File: config.mk
export PLATFORM = sky130hd
export DESIGN_NAME = keypad_matrix_scanner
export DESIGN_NICKNAME = d
export VERILOG_FILES = /design/src/rtl/keypad_pkg.sv /design/src/rtl/sync_2ff.sv /design/src/rtl/keypad_matrix_scanner.sv
export SDC_FILE = /design/constraint.sdc
export NUM_CORES = 1
export LEC_CHECK = 0
export ABC_AREA = 1
export ABC_CLOCK_PERIOD_IN_PS = 3810
export BUFFER_PORTS_ARGS = -buffer_cell sky130_fd_sc_hd__buf_4
export CAP_MARGIN = 5
export CORE_UTILIZATION = 64
export CTS_BUF_LIST = sky130_fd_sc_hd__clkbuf_4
export CTS_CLUSTER_DIAMETER = 40
export DETAILED_ROUTE_END_ITERATION = 10
export GPL_TIMING_DRIVEN = 0
export PLACE_DENSITY = 0.91
export SYNTH_ARGS = -nofsm -noshare
export SYNTH_HDL_FRONTEND = slang
export SYNTH_HIERARCHICAL = 1
export SYNTH_SLANG_ARGS = --single-unit
File: constraint.sdc
create_clock -name Clk -period 3.81 [get_ports Clk]
set_input_delay 0.1905 -clock Clk [delete_from_list [all_inputs] [get_ports Clk]]
set_output_delay 0.1905 -clock Clk [all_outputs]
set_load 0.005 [all_outputs]
File: src/rtl/keypad_pkg.sv
// Shared types and helpers for the keypad matrix scanner: FSM states, default
// geometry/timing, code width and lowest-set-bit index.
package keypad_pkg;

   typedef enum logic [1:0] {
      IDLE = 2'd0,
      SCAN = 2'd1,
      EVAL = 2'd2
   } scan_state_t;

   localparam int DEF_ROWS           = 4;
   localparam int DEF_COLS           = 4;
   localparam int DEF_SCAN_DIV       = 50000;
   localparam int DEF_DEBOUNCE_SCANS = 4;

   // Widest matrix the priority encoder handles (ROWS*COLS must not exceed this).
   localparam int MAX_KEYS = 64;

   function automatic int code_width(input int n_keys);
      return (n_keys > 1) ? $clog2(n_keys) : 1;
   endfunction

   function automatic int lowest_set(input logic [MAX_KEYS-1:0] v);
      int idx;
      idx = 0;
      for (int i = MAX_KEYS - 1; i >= 0; i--) begin
         if (v[i]) idx = i;
      end
      return idx;
   endfunction

endpackage

File: src/rtl/sync_2ff.sv
// Two-flop synchronizer for a bus of independent asynchronous inputs.
module sync_2ff #(
   parameter int               WIDTH     = 1,
   parameter logic [WIDTH-1:0] RESET_VAL = '0
) (
   input  logic             clk,
   input  logic             rst_n,
   input  logic [WIDTH-1:0] d,
   output logic [WIDTH-1:0] q
);

   logic [WIDTH-1:0] meta;

   always_ff @(posedge clk or negedge rst_n) begin
      if (!rst_n) begin
         meta <= RESET_VAL;
         q    <= RESET_VAL;
      end else begin
         meta <= d;
         q    <= meta;
      end
   end

endmodule

File: src/rtl/keypad_matrix_scanner.sv
// Row-by-row keypad matrix scanner with whole-frame debounce and press reporting.
//
//   state | meaning
//   IDLE  | one cycle after reset, all rows released
//   SCAN  | one row driven low; columns sampled on the last dwell cycle
//   EVAL  | one cycle, all rows released; frame compared and debounced
module keypad_matrix_scanner
   import keypad_pkg::*;
#(
   parameter int   ROWS           = DEF_ROWS,
   parameter int   COLS           = DEF_COLS,
   parameter int   SCAN_DIV       = DEF_SCAN_DIV,
   parameter int   DEBOUNCE_SCANS = DEF_DEBOUNCE_SCANS,
   localparam int  N_KEYS         = ROWS * COLS,
   localparam int  CODE_W         = code_width(ROWS * COLS)
) (
   input  logic              Clk,
   input  logic              Reset_n,
   input  logic [COLS-1:0]   Col_In,
   output logic [ROWS-1:0]   Row_Out,
   output logic              Key_Valid,
   output logic [CODE_W-1:0] Key_Code,
   output logic              Key_Held,
   output logic              Multi_Key
);

   localparam int               DIV_W    = $clog2(SCAN_DIV);
   localparam int               ROW_W    = (ROWS > 1) ? $clog2(ROWS) : 1;
   localparam logic [DIV_W-1:0] DIV_LAST = DIV_W'(SCAN_DIV - 1);
   localparam logic [ROW_W-1:0] ROW_LAST = ROW_W'(ROWS - 1);
   localparam logic [3:0]       DEB_N    = 4'(DEBOUNCE_SCANS);

   scan_state_t         state, state_nxt;
   logic [DIV_W-1:0]    div_q, div_nxt;
   logic [ROW_W-1:0]    row_q, row_nxt;
   logic [ROWS-1:0]     row_out_nxt;
   logic [N_KEYS-1:0]   frame_q, frame_nxt;
   logic [N_KEYS-1:0]   prev_frame_q, prev_frame_nxt;
   logic [N_KEYS-1:0]   deb_q, deb_nxt, deb_d_q;
   logic [3:0]          stable_q, stable_nxt;
   logic [COLS-1:0]     col_sync, col_pressed;
   logic [MAX_KEYS-1:0] deb_pad;

   // Idle column pins read high through the pull-ups, so reset the synchronizer high.
   sync_2ff #(
      .WIDTH     (COLS),
      .RESET_VAL ({COLS{1'b1}})
   ) u_col_sync (
      .clk   (Clk),
      .rst_n (Reset_n),
      .d     (Col_In),
      .q     (col_sync)
   );

   assign col_pressed = ~col_sync;
   assign deb_pad     = MAX_KEYS'(deb_q);

   function automatic logic [ROWS-1:0] row_drive(input logic [ROW_W-1:0] r);
      return ~(ROWS'(1) << r);
   endfunction

   always_comb begin
      state_nxt      = state;
      div_nxt        = div_q;
      row_nxt        = row_q;
      row_out_nxt    = '1;
      frame_nxt      = frame_q;
      prev_frame_nxt = prev_frame_q;
      stable_nxt     = stable_q;
      deb_nxt        = deb_q;
      case (state)
         IDLE: begin
            state_nxt   = SCAN;
            row_nxt     = '0;
            div_nxt     = '0;
            row_out_nxt = row_drive('0);
         end
         SCAN: begin
            row_out_nxt = row_drive(row_q);
            if (div_q == DIV_LAST) begin
               frame_nxt[int'(row_q) * COLS +: COLS] = col_pressed;
               div_nxt = '0;
               if (row_q == ROW_LAST) begin
                  state_nxt   = EVAL;
                  row_out_nxt = '1;
               end else begin
                  row_nxt     = row_q + 1'b1;
                  row_out_nxt = row_drive(row_q + 1'b1);
               end
            end else begin
               div_nxt = div_q + 1'b1;
            end
         end
         EVAL: begin
            if (frame_q == prev_frame_q)
               stable_nxt = (stable_q >= DEB_N) ? DEB_N : stable_q + 1'b1;
            else
               stable_nxt = 4'd1;
            prev_frame_nxt = frame_q;
            if (stable_nxt == DEB_N && frame_q != deb_q)
               deb_nxt = frame_q;
            state_nxt   = SCAN;
            row_nxt     = '0;
            div_nxt     = '0;
            row_out_nxt = row_drive('0);
         end
         default: state_nxt = IDLE;
      endcase
   end

   always_ff @(posedge Clk or negedge Reset_n) begin
      if (!Reset_n) begin
         state        <= IDLE;
         div_q        <= '0;
         row_q        <= '0;
         Row_Out      <= '1;
         frame_q      <= '0;
         prev_frame_q <= '0;
         stable_q     <= '0;
         deb_q        <= '0;
      end else begin
         state        <= state_nxt;
         div_q        <= div_nxt;
         row_q        <= row_nxt;
         Row_Out      <= row_out_nxt;
         frame_q      <= frame_nxt;
         prev_frame_q <= prev_frame_nxt;
         stable_q     <= stable_nxt;
         deb_q        <= deb_nxt;
      end
   end

   // Key outputs follow the debounced state one cycle later; deb_d_q spots the 0 -> nonzero edge.
   always_ff @(posedge Clk or negedge Reset_n) begin
      if (!Reset_n) begin
         deb_d_q   <= '0;
         Key_Valid <= 1'b0;
         Key_Code  <= '0;
         Key_Held  <= 1'b0;
         Multi_Key <= 1'b0;
      end else begin
         deb_d_q   <= deb_q;
         Key_Held  <= |deb_q;
         Multi_Key <= ($countones(deb_q) > 1);
         Key_Valid <= (deb_d_q == '0) && (deb_q != '0);
         if ((deb_d_q == '0) && (deb_q != '0))
            Key_Code <= CODE_W'(lowest_set(deb_pad));
      end
   end

endmodule
==> run metrics <==
Final GP Congestion=about 0.9; fmax=~0.27 GHz; CP max FO=5; Clk pwr share=0.345; synthesized net count=614; Crit path top cell by count=fa_1; fraction of layout cells with a size suffix above 1=0.114; Hold Path Class=in2async; vias in the first global route=4027; Synth Area in XOR/XNOR=0.0403; crit path max-delay cell type=fa_1; CP Class=reg2reg; pin count of the biggest net entering global routing=~110; slew margin rel.=0.607; minimum clock period=3.69 ns; DRT iter0 DRCs=277; adder-cell share of the synthesized area=0.0768; fin nets=656; Async SR Flop Fraction=1.00; mux cell area share after synthesis=0; CP bufs+invs=3; H-tree Lvls=3; post-layout util=0.741; Yosys Warn Count=6; commonest non-fill, non-tap cell in the layout=nand2_1; Max Slew Vio Count=0; clock tree from TritonCTS=built; CP arrival=4.04 ns; CP top delay family=adder cells; status=completed; internal power=1.37 mW; port bufs=16; Worst-Margin Slew=approximately 0.58 ns; Setup TNS Final=0 ns; die width=92.2 um; WL/cell=around 15 um; diode count=0; Routed Wire Length=10700 um; setup violators final=0; Comb pwr share=0.018; Compound-Gate Fraction of Synth Area=0.0893; Clock Pin Slew Worst Setup and Hold Paths=about 0.16 ns; Peak VDD IR=222 uV; period utilization=0.969; Total GRT Usage=0.275; TritonRoute pass-1 iters=5; Seq pwr share=0.637; largest stage delay on the critical path=0.58 ns; ys flop type=dfrtp_1; most frequent cells in the layout=nand2_1, dfrtp_1, inv_1; critical path launch point type=flip-flop; placed insts=700; pre-CTS setup slack=-0.0181 ns; critical path endpoint category=flip-flop; Worst EP required=4.15 ns; placed inst area=roughly 5500 sq um; top cell type's share of synthesized area=0.456; post-synthesis simple-gate area fraction=0.208; Sw Share=0.236; grt ovf=0; unrepaired setup endpoints after global routing=false; Synth area leader=dfrtp_1; Core Area=7810 sq um; Fin. Hold Viols=0; Syn Std Cell Area=5210 sq um; Max Buffers Root-to-Sink=2; die height=92.2 um; first-pass GRT wire length=18100 um; Psw=between 0.4 and 0.5 mW; Mapped Cells=roughly 580; detailed placement HPWL=7450 um; Cell Chain, Critical Path=inv_1, fa_1, fa_1, fa_1, fa_1, inv_1, ha_1, inv_1, fa_2, nor3b_2, o211ai_1; largest family of logic cells by synthesized area=simple AND/OR/NAND/NOR gates; Area Overhead vs Synth=10.9%; post-DR vias/cell=about 5.7; design area=about 5800 sq um; flops & latches, synth=between 100 and 150; Power Density=311 nW/um^2; Clock Skews=between 0.02 and 0.025 ns; Routed Antenna Nets=0; MaxCap Viol Count=0; ranking of synthesized cells by area=dfrtp_1, nand2_1, dfstp_2; Synth cell types=36; initial antenna violation count=0; io pins=17; P_leak=2.92 nW; # clock sinks=107; Seq/Total Area, Yosys=0.517; worst hold slack=0.0485 ns; Worst Setup Slack, final=0.117 ns; die area=about 8500 sq um; row count=32; final non-filler cell total=731; Tot Pwr=roughly 1.8 mW; CTS buffer count=9; clk root buf=clkbuf_4; worst skew pair latency=0.46 ns; Vias=4192; Post-synth EDFFs=0; Avg Cell Area, Syn=roughly 9.0 sq um; Starting Density=0.668; DRC Markers=0
[sequential cells by signal, indices dropped and copies added, names as in the netlist]
| register | flops |
|---|---|
| Key_Code | 4 |
| Row_Out | 4 |
| u_col_sync/q | 4 |
| Multi_Key | 1 |
| state | 2 |
| deb_q | 16 |
| stable_q | 4 |
| Key_Held | 1 |
| frame_q | 16 |
| div_q | 16 |
| u_col_sync/meta | 4 |
| row_q | 2 |
| prev_frame_q | 16 |
| Key_Valid | 1 |
| deb_d_q | 16 |
[power groups by stage]
stage	sequential (mW)	clock (mW)	combinational, mW
2_1_floorplan	1.17	0	0.000794
3_3_place_gp	1.17	0	0.0256
3_5_place_dp	1.17	0	0.0264
4_1_cts	1.15	0.631	0.0300
5_1_grt	1.15	0.671	0.0384
6_report	1.15	0.620	0.0329
[final timing paths]
check / startpoint / to / slack (ns) / cells after the start
setup / recovery: deb_q[11] / Multi_Key / 0.12 / 11
hold / removal: Reset_n / Multi_Key / 0.05 / 2
setup reg to reg: deb_q[11] / Multi_Key / 0.12 / 11
hold reg to reg: u_col_sync/meta[1] / u_col_sync/q[1] / 0.37 / 0
max in group asynchronous: Reset_n / Row_Out[3] / 3.07 / 3
min in group Clk: u_col_sync/meta[1] / u_col_sync/q[1] / 0.37 / 0
[worst reg2reg max path: cells and delay by family, from the launching register on]
family / cells / cell delay [ns]
buffers and inverters: 3 / 0.26
AO/OA/AOI/OAI: 1 / 0.12
flip-flops: 1 / 0.41
adder cells (fa/ha/maj): 6 / 2.64
AND/OR/NAND/NOR: 1 / 0.16
[cells in the mapped netlist (3+ instances only)]
cell type	n
nand2_1	145
dfrtp_1	95
inv_1	82
o21ai_0	42
nand3_1	36
nor2_1	32
a21oi_1	20
ha_1	16
xnor2_1	16
nand4_1	13
dfstp_2	12
fa_1	10
o22ai_1	8
xor2_1	8
nor3_1	6
nor4_1	6
clkbuf_1	5
a31oi_1	3
nor2_2	3
o211ai_1	3
[cell type report]
class,instances,area (sq um)
Buffer,9,51.3
Inverter,82,308
Sequential cell,107,2700
Fill cell,524,2030
Clock buffer,9,67.6
Clock inverter,7,95.1
Timing Repair Buffer,31,269
Tap cell,102,128
Multi-Input combinational cell,384,2170
[kinds of logic (layout without fill, tap and decap cells)]
kind of cell / count (synthesis) / after routing
flops: 107 / 107
compound gates: 84 / 84
buf+inv: 91 / 138
simple gates: 250 / 250
fa+ha+maj: 26 / 26
xor+xnor: 24 / 24
[layer usage]
layer	global-route usage	part of all wire
met5	0	0
met3	0.0373	0.044
met2	0.449	0.49
met1	0.357	0.43
met4	0.150	0.037
[repair_timing]
item / in CTS / in global routing
setup buffers: 2 / 7
gates resized for setup: 1 / 6
pin swaps: 0 / 3
hold buffers: 4 / 1
endpoints found under the setup margin: 1 / 1
endpoints found under the hold margin: 4 / 95
Note: power is estimated with default switching activity, not from simulation.
